$ cat config.mk
export PLATFORM = sky130hd
export DESIGN_NAME = tx_frame_arbiter
export DESIGN_NICKNAME = d
export VERILOG_FILES = /design/src/rtl/eth_tx_pkg.sv /design/src/rtl/rr_arbiter2.sv /design/src/rtl/tx_frame_arbiter.sv
export SDC_FILE = /design/constraint.sdc
export NUM_CORES = 1
export LEC_CHECK = 0
export CORE_MARGIN = 5
export CORE_UTILIZATION = 51
export CTS_BUF_LIST = sky130_fd_sc_hd__clkbuf_4 sky130_fd_sc_hd__clkbuf_8 sky130_fd_sc_hd__clkbuf_16
export DETAILED_ROUTE_END_ITERATION = 6
export PLACE_DENSITY = 0.81
export SKIP_LAST_GASP = 1
export SYNTH_ARGS = -nofsm -noshare
export SYNTH_HDL_FRONTEND = slang
export SYNTH_HIERARCHICAL = 1
export SYNTH_SLANG_ARGS = --single-unit
$ cat constraint.sdc
create_clock -name clk -period 3.8 [get_ports clk]
set_input_delay 0.76 -clock clk [delete_from_list [all_inputs] [get_ports clk]]
set_output_delay 0.76 -clock clk [all_outputs]
set_load 0.1 [all_outputs]
$ cat src/rtl/eth_tx_pkg.sv
// Shared TX-side types and constants: arbiter FSM states, channel index and
// Ethernet framing constants used by the TX frame arbiter and its arbiter.
package eth_tx_pkg;

    localparam int ETH_MIN_LEN = 60;
    localparam int ETH_IFG     = 12;

    typedef enum logic [1:0] {
        ST_IDLE = 2'd0,
        ST_SEND = 2'd1,
        ST_PAD  = 2'd2,
        ST_IFG  = 2'd3
    } tx_arb_state_t;

    typedef logic ch_idx_t;

    function automatic logic [1:0] ch_onehot(input ch_idx_t ch);
        return ch ? 2'b10 : 2'b01;
    endfunction

    function automatic ch_idx_t ch_index(input logic [1:0] oh);
        return ch_idx_t'(oh[1]);
    endfunction

endpackage

$ cat src/rtl/rr_arbiter2.sv
// Two-requester round-robin arbiter: a lone request wins outright, a tie goes
// to the channel named by ptr. Purely combinational, one-hot grant.
module rr_arbiter2
    import eth_tx_pkg::*;
(
    input  logic [1:0] req,
    input  ch_idx_t    ptr,
    input  logic       en,
    output logic [1:0] gnt
);

    // Grant selection
    always_comb begin
        gnt = 2'b00;
        if (en) begin
            case (req)
                2'b01:   gnt = 2'b01;
                2'b10:   gnt = 2'b10;
                2'b11:   gnt = ch_onehot(ptr);
                default: gnt = 2'b00;
            endcase
        end else begin
            gnt = 2'b00;
        end
    end

endmodule

$ cat src/rtl/tx_frame_arbiter.sv
// Round-robin TX frame arbiter between two sources feeding one MAC byte port,
// with last-byte marking, inter-frame gap and optional short-frame padding (TX_PAD_EN).
module tx_frame_arbiter
    import eth_tx_pkg::*;
#(
    parameter int LEN_W      = 16,
    parameter int MIN_LEN    = ETH_MIN_LEN,
    parameter int IFG_CYCLES = ETH_IFG
) (
    input  logic               clk,
    input  logic               rst,
    input  logic [1:0]         req_i,
    input  logic [2*LEN_W-1:0] len_i,
    input  logic [15:0]        data_i,
    input  logic [1:0]         valid_i,
    output logic [1:0]         ready_o,
    output logic [1:0]         grant_o,
    output logic [1:0]         done_o,
    output logic [7:0]         mac_data_o,
    output logic               mac_valid_o,
    output logic               mac_last_o,
    input  logic               mac_ready_i,
    output logic               busy_o
);

    localparam int IFG_W = (IFG_CYCLES > 1) ? $clog2(IFG_CYCLES) : 1;

    tx_arb_state_t    state_q, state_d;
    ch_idx_t          rr_ptr_q, rr_ptr_d;
    ch_idx_t          sel_q, sel_d;
    logic [LEN_W-1:0] cnt_q, cnt_d;
    logic [LEN_W-1:0] len_q, len_d;
    logic [1:0]       grant_q, grant_d;
    logic [1:0]       done_q, done_d;
    logic [IFG_W-1:0] ifg_q, ifg_d;

    logic [1:0]       arb_gnt_s;
    ch_idx_t          arb_idx_s;
    logic [LEN_W-1:0] req_len_s;
    logic             last_data_s;
    logic             pad_needed_s;

    rr_arbiter2 u_rr_arbiter2 (
        .req (req_i),
        .ptr (rr_ptr_q),
        .en  (state_q == ST_IDLE),
        .gnt (arb_gnt_s)
    );

    assign arb_idx_s   = ch_index(arb_gnt_s);
    assign req_len_s   = arb_idx_s ? len_i[2*LEN_W-1:LEN_W] : len_i[LEN_W-1:0];
    assign last_data_s = (cnt_q == (len_q - LEN_W'(1)));
`ifdef TX_PAD_EN
    assign pad_needed_s = (len_q < LEN_W'(MIN_LEN));
`else
    assign pad_needed_s = 1'b0;
`endif

    assign grant_o = grant_q;
    assign done_o  = done_q;
    assign busy_o  = (state_q != ST_IDLE);

    // Next-state, counters and the zero-latency MAC-side datapath
    always_comb begin
        state_d     = state_q;
        rr_ptr_d    = rr_ptr_q;
        sel_d       = sel_q;
        cnt_d       = cnt_q;
        len_d       = len_q;
        grant_d     = grant_q;
        done_d      = 2'b00;
        ifg_d       = ifg_q;
        ready_o     = 2'b00;
        mac_data_o  = 8'h00;
        mac_valid_o = 1'b0;
        mac_last_o  = 1'b0;

        case (state_q)
            ST_IDLE: begin
                if (arb_gnt_s != 2'b00) begin
                    sel_d = arb_idx_s;
                    len_d = req_len_s;
                    cnt_d = {LEN_W{1'b0}};
                    if (req_len_s == {LEN_W{1'b0}}) begin
`ifdef TX_PAD_EN
                        grant_d = arb_gnt_s;
                        state_d = ST_PAD;
`else
                        // Nothing to send: report completion and still honour the gap.
                        done_d   = arb_gnt_s;
                        rr_ptr_d = ~arb_idx_s;
                        ifg_d    = {IFG_W{1'b0}};
                        state_d  = ST_IFG;
`endif
                    end else begin
                        grant_d = arb_gnt_s;
                        state_d = ST_SEND;
                    end
                end else begin
                    grant_d = 2'b00;
                end
            end

            ST_SEND: begin
                mac_data_o  = sel_q ? data_i[15:8] : data_i[7:0];
                mac_valid_o = valid_i[sel_q];
                ready_o     = mac_ready_i ? ch_onehot(sel_q) : 2'b00;
                mac_last_o  = last_data_s && !pad_needed_s;
                if (valid_i[sel_q] && mac_ready_i) begin
                    cnt_d = cnt_q + LEN_W'(1);
                    if (last_data_s && pad_needed_s) begin
                        state_d = ST_PAD;
                    end else if (last_data_s) begin
                        done_d   = grant_q;
                        grant_d  = 2'b00;
                        rr_ptr_d = ~sel_q;
                        ifg_d    = {IFG_W{1'b0}};
                        state_d  = ST_IFG;
                    end else begin
                        state_d = ST_SEND;
                    end
                end else begin
                    cnt_d = cnt_q;
                end
            end

            ST_PAD: begin
`ifdef TX_PAD_EN
                mac_valid_o = 1'b1;
                mac_last_o  = (cnt_q == LEN_W'(MIN_LEN - 1));
                if (mac_ready_i) begin
                    cnt_d = cnt_q + LEN_W'(1);
                    if (cnt_q == LEN_W'(MIN_LEN - 1)) begin
                        done_d   = grant_q;
                        grant_d  = 2'b00;
                        rr_ptr_d = ~sel_q;
                        ifg_d    = {IFG_W{1'b0}};
                        state_d  = ST_IFG;
                    end else begin
                        state_d = ST_PAD;
                    end
                end else begin
                    cnt_d = cnt_q;
                end
`else
                grant_d = 2'b00;
                state_d = ST_IDLE;
`endif
            end

            ST_IFG: begin
                grant_d = 2'b00;
                if (ifg_q == IFG_W'(IFG_CYCLES - 1)) begin
                    ifg_d   = {IFG_W{1'b0}};
                    state_d = ST_IDLE;
                end else begin
                    ifg_d = ifg_q + IFG_W'(1);
                end
            end

            default: begin
                grant_d = 2'b00;
                state_d = ST_IDLE;
            end
        endcase
    end

    // State and datapath registers
    always_ff @(posedge clk or negedge rst) begin
        if (!rst) begin
            state_q  <= ST_IDLE;
            rr_ptr_q <= 1'b0;
            sel_q    <= 1'b0;
            cnt_q    <= {LEN_W{1'b0}};
            len_q    <= {LEN_W{1'b0}};
            grant_q  <= 2'b00;
            done_q   <= 2'b00;
            ifg_q    <= {IFG_W{1'b0}};
        end else begin
            state_q  <= state_d;
            rr_ptr_q <= rr_ptr_d;
            sel_q    <= sel_d;
            cnt_q    <= cnt_d;
            len_q    <= len_d;
            grant_q  <= grant_d;
            done_q   <= done_d;
            ifg_q    <= ifg_d;
        end
    end

endmodule

# Word level (Yosys, flattened, before mapping)
# Index checks and enable logic that the tools add are counted.
[totals]
register_bits = 44
inputBits = 55
out_inout_bits = 17
word_cells = 85
[op_classes]
addsub = 3
magnitude_cmp = 1
eq_ne = 14
mux = 43
bitwise_logic = 2
reduce_logical = 14
[ops]
columns = ["op", "n"]
rows = [
  ["$mux W16", 3],
  ["$mux W2", 18],
  ["$pmux W16 S2", 1],
  ["$mux W4", 5],
  ["$add A16 B1 Y16 const B", 1],
  ["$eq A16 B16 Y1", 1],
  ["$logic_not A16 Y1", 1],
  ["$mux W8", 2],
  ["$sub A16 B1 Y16 const B", 1],
  ["$pmux W2 S3", 2],
  ["$pmux W4 S3", 1],
  ["$ne A2 B2 Y1 const B", 5],
  ["$reduce_and A5 Y1", 2],
  ["$reduce_and A3 Y1", 3],
  ["$eq A2 B2 Y1 const B", 4],
  ["$mux W1", 8],
  ["$pmux W2 S4", 1],
  ["$reduce_bool A2 Y1", 3],
  ["$add A4 B1 Y4 const B", 1],
  ["$eq A2 B1 Y1 const B", 2],
  ["$eq A4 B4 Y1 const B", 1],
  ["$pmux W2 S2", 1],
  ["$ne A3 B3 Y1 const B", 1],
  ["$reduce_bool A3 Y1", 1],
  ["7 further kinds", 8],
]

# Depth between registers and ports, before layout
[depth]
ltp_word = 8
ltp_mapped = 10
mapped_depth_nobuf = 9

# Cells and area by module
# Netlist, hierarchy kept.
[modules_own_cells]
columns = ["module", "n_inst", "cells_per_inst", "area_each_um2", "seq_area_each_um2"]
rows = [
  ["tx_frame_arbiter", 1, 346, 3035.4, 1101.1],
  ["rr_arbiter2", 1, 5, 21.3, 0.0],
]

# Worst setup path after synthesis
# Ideal clock, no wire load.
[synth_path]
path_kind = "flip-flop to output port"
start = "register len_q[0]"
end = "output mac_last_o"
arrival_time_ps = 3108
required_time_ps = 3040
setup_slack_ps = -68
stages_incl_launch_ff = 9
path_buffers = 0
path_cell_list = "dfrtp_1 inv_1 ha_1 or4b_4 nor4b_1 xnor2_1 o2111ai_1 nor4_4 and2_1"
[synth_via]
elab_chain_len = 3
[synth_rtl]
columns = ["element", "line", "rtl"]
rows = [
  ["from (decl)", "tx_frame_arbiter.sv:32", "logic [LEN_W-1:0] len_q, len_d;"],
  ["from (signal assigned)", "tx_frame_arbiter.sv:175", "len_q <= {LEN_W{1'b0}};"],
  ["from (signal assigned)", "tx_frame_arbiter.sv:184", "len_q <= len_d;"],
  ["$sub A16 B1 Y16", "tx_frame_arbiter.sv:52", "assign last_data_s = (cnt_q == (len_q - LEN_W'(1)));"],
  ["$eq A16 B16 Y1", "tx_frame_arbiter.sv:52", ""],
  ["$mux W1", "tx_frame_arbiter.sv:78", "case (state_q)"],
  ["to (decl)", "tx_frame_arbiter.sv:21", "output logic mac_last_o,"],
]
# No other way between the ends.

# Worst setup path in the final report
# Ends and elaborated chain as after synthesis.

==> results.sh <==
export IMPL_outcome="completed"
export IMPL_critPathMaxFanout=6
export IMPL_r2r_start="state_q[0]"
export IMPL_async_flop_share_pct=100.0
export IMPL_multiInputGateArea_um2=1872
export IMPL_layout_nets=477
export IMPL_clockBufferDepth=2
export IMPL_endpoint_kind="output pin"
export IMPL_p_leak_nw=1.698
export IMPL_r2r_end="ifg_q[2]"
export IMPL_fillCellCount=476
export IMPL_power_switching_mw=0.3188
export IMPL_diodes=0
export IMPL_slew_viol_final=0
export IMPL_synth_edff_count=0
export IMPL_synth_seq_cells=44
export IMPL_die_height_um=87.42
export IMPL_worst_pin_slew_ns=0.9861
export IMPL_min_path_type="flop to flop"
export IMPL_ant_nets=0
export IMPL_clkPwrFrac_pct=29.5
export IMPL_grt_pass1_wl_mm=13.38
export IMPL_finalSetupViolCount=0
export IMPL_clock_latency_ns=0.30
export IMPL_dieWidth_um=87.42
export IMPL_ios=72
export IMPL_cellInternalPower_mw=0.7352
export IMPL_r2r_slack_ns=0.75
export IMPL_synth_area_um2=3057
export IMPL_grt_max_degree=45
export IMPL_syn_inst=351
export IMPL_cts_tree="yes"
export IMPL_wl_mm=7.964
export IMPL_slew_headroom_pct=34.05
export IMPL_finalCritPeriodShare_pct=96.83
export IMPL_drc=0
export IMPL_place_gp_congestion=0.8863
export IMPL_grtUsageTotal_pct=21.68
export IMPL_clkTransAtPathRegs_ns=0.09
export IMPL_start_kind="flop"
export IMPL_synth_warnings=6
export IMPL_skew_ns=0.005883
export IMPL_die_area_um2=7641
export IMPL_peakVddDrop_mv=0.2309
export IMPL_worst_ep_arrival_time_ns=2.92
export IMPL_mostFrequentLayoutCell="clkdlybuf4s50_1"
export IMPL_drt_pass1_iterations=4
export IMPL_initial_core_util_pct=51.93
export IMPL_cellPowerDensity_nw_per_um2=269.5
export IMPL_final_cells=495
export IMPL_critPathKind="flop to output pin"
export IMPL_syn_num_nets=409
export IMPL_pwr_share_seq_pct=50.7
export IMPL_holdPathEnd="len_q[15]"
export IMPL_hp_start="len_q[15]"
export IMPL_clk_root_buffer_cell="clkbuf_8"
export IMPL_rows=28
export IMPL_syn_area_per_cell_um2=8.708
export IMPL_drive_above_1_share_pct=10.48
export IMPL_most_common_layout_cells="clkdlybuf4s50_1, nor2_1, dfrtp_1"
export IMPL_hold_buffers=0
export IMPL_switching_share_pct=30.25
export IMPL_worstRegToRegCells=10
export IMPL_port_buffers=71
export IMPL_period_minus_slack_ns=3.679
export IMPL_design_core_area_um2=5886
export IMPL_hold_viol_final=0
export IMPL_synth_ff_type="dfrtp_1"
export IMPL_crit_required_ns=3.04
export IMPL_wire_per_inst_um=16.09
export IMPL_seq_area_um2=1101
export IMPL_holdPathStages=2
export IMPL_cts_buffers=5
export IMPL_cts_sinks=44
export IMPL_grt_ovfl_total=0
export IMPL_avgViaCountPerCell=5.749
export IMPL_vias=2846
export IMPL_antenna_found_initial=0
export IMPL_place_hpwl_mm=6.062
export IMPL_yosysUniqueCellTypes=62
export IMPL_grt_pass1_vias=2875
export IMPL_cts_max_level=2
export IMPL_fmax_ghz=0.2718
export IMPL_cap_violations=0
export IMPL_pwr_share_comb_pct=19.7
export IMPL_finalInstanceArea_um2=3911
export IMPL_ys_seq_area_share_pct=36.02
export IMPL_drt_initial_drc_count=157
export IMPL_dp_cells=487
export IMPL_synthToLayoutAreaGrowth_pct=27.96
export IMPL_place_area_um2=3801
==> synthesized netlist by cell type, drive strengths merged, types with 2 or more instances <==
cell type | instances | area, µm²
a21oi | 14 | 70.07
xor2 | 14 | 122.6
nand3b | 2 | 15.01
a32o | 2 | 20.02
nor4b | 3 | 41.29
nor3 | 13 | 65.06
or4b | 3 | 33.78
nand2 | 36 | 135.1
xnor2 | 20 | 175.2
a21o | 2 | 15.01
nor2 | 44 | 165.2
o22ai | 4 | 25.02
clkbuf | 7 | 37.53
nor4 | 6 | 58.80
a2111oi | 2 | 23.77
o21ai | 23 | 115.1
nand2b | 5 | 31.28
and3 | 3 | 18.77
or3 | 3 | 20.02
and2 | 7 | 46.30
buf | 8 | 46.30
o211ai | 2 | 15.01
mux2i | 29 | 290.3
ha | 3 | 37.54
inv | 7 | 26.28
nand3 | 15 | 75.07
dfrtp | 44 | 1101
nand4 | 10 | 62.56
==> area by class of cell <==
| type | instances | share of cell area [%] |
|---|---|---|
| multi-input combinational | 285 | 47.86 |
| clock inverter | 2 | 0.2559 |
| sequential | 44 | 28.15 |
| inverter | 7 | 0.6718 |
| clock buffer | 6 | 2.111 |
| timing repair buffer | 76 | 18.55 |
| tap | 75 | 2.399 |
==> registers in the layout, indices dropped and copies added, names as in the netlist <==
signal / count
cnt_q: 16
sel_q: 1
state_q: 2
grant_o: 2
rr_ptr_q: 1
ifg_q: 4
done_o: 2
len_q: 16
==> layer usage <==
layer	track usage, %	share of wire, %
met2	34.52	49
met3	3.311	5.5
met1	30.36	44
met5	0	0
met4	6.416	1.8
==> per-stage QoR <==
stage	setup slack (ns)	hold WS, ns	setup TNS, ns	util, %	power [mW]
global route	-0.03964	0.5737	-0.03964	66.45	1.102
finish	0.1205	0.5243	0	66.45	1.054
floorplan	0.2045	0.4644	0	-	0.6503
detailed placement	0.3282	0.5035	0	64.58	0.7522
global placement	0.4155	0.4873	0	64.58	0.7456
CTS	0.07868	0.5223	0	66.26	1.057
==> cell families after synthesis <==
group                      count (synthesis)  share of synthesized area [%]
and+or+nand+nor                          157                          27.02
DFF                                       44                          36.02
AOI/OAI and AO/OA                         61                          12.53
muxes                                     30                          9.865
xor gates and xnor gates                  34                          9.742
adders and majority gates                  3                          1.228
buffers and inverters                     22                          3.602
==> timing repair <==
item / CTS / global route
buffers inserted: 0 / 0
setup endpoints to repair: 1 / 1
gates resized for setup: 1 / 2
==> power groups by stage <==
stage | clock network, mW | logic [mW] | registers (mW)
3_3_place_gp | 0 | 0.203 | 0.543
5_1_grt | 0.335 | 0.228 | 0.539
4_1_cts | 0.313 | 0.210 | 0.535
6_report | 0.311 | 0.208 | 0.535
2_1_floorplan | 0 | 0.132 | 0.519
3_5_place_dp | 0 | 0.208 | 0.544
==> worst max-delay path by stage <==
stage	from	endpoint	slack, ns
after floorplan	len_q[0]	mac_last_o	0.20
after global placement	len_q[0]	mac_last_o	0.42
after detailed placement	len_q[0]	mac_last_o	0.33
after CTS	len_q[0]	mac_last_o	0.08
after global routing	len_q[0]	mac_last_o	-0.04
final	len_q[0]	mac_last_o	0.12
==> worst max-delay path, stage by stage (launching register included) <==
cell and delay, ns:
dfrtp_1 0.44, inv_1 0.09, ha_2 0.23, or4b_4 0.52, nor4b_4 0.29, xnor2_1 0.14, o2111ai_1 0.20, nor4_4 0.30
and2_2 0.22, buf_12 0.17
Note: power is estimated with default switching activity, not from simulation.
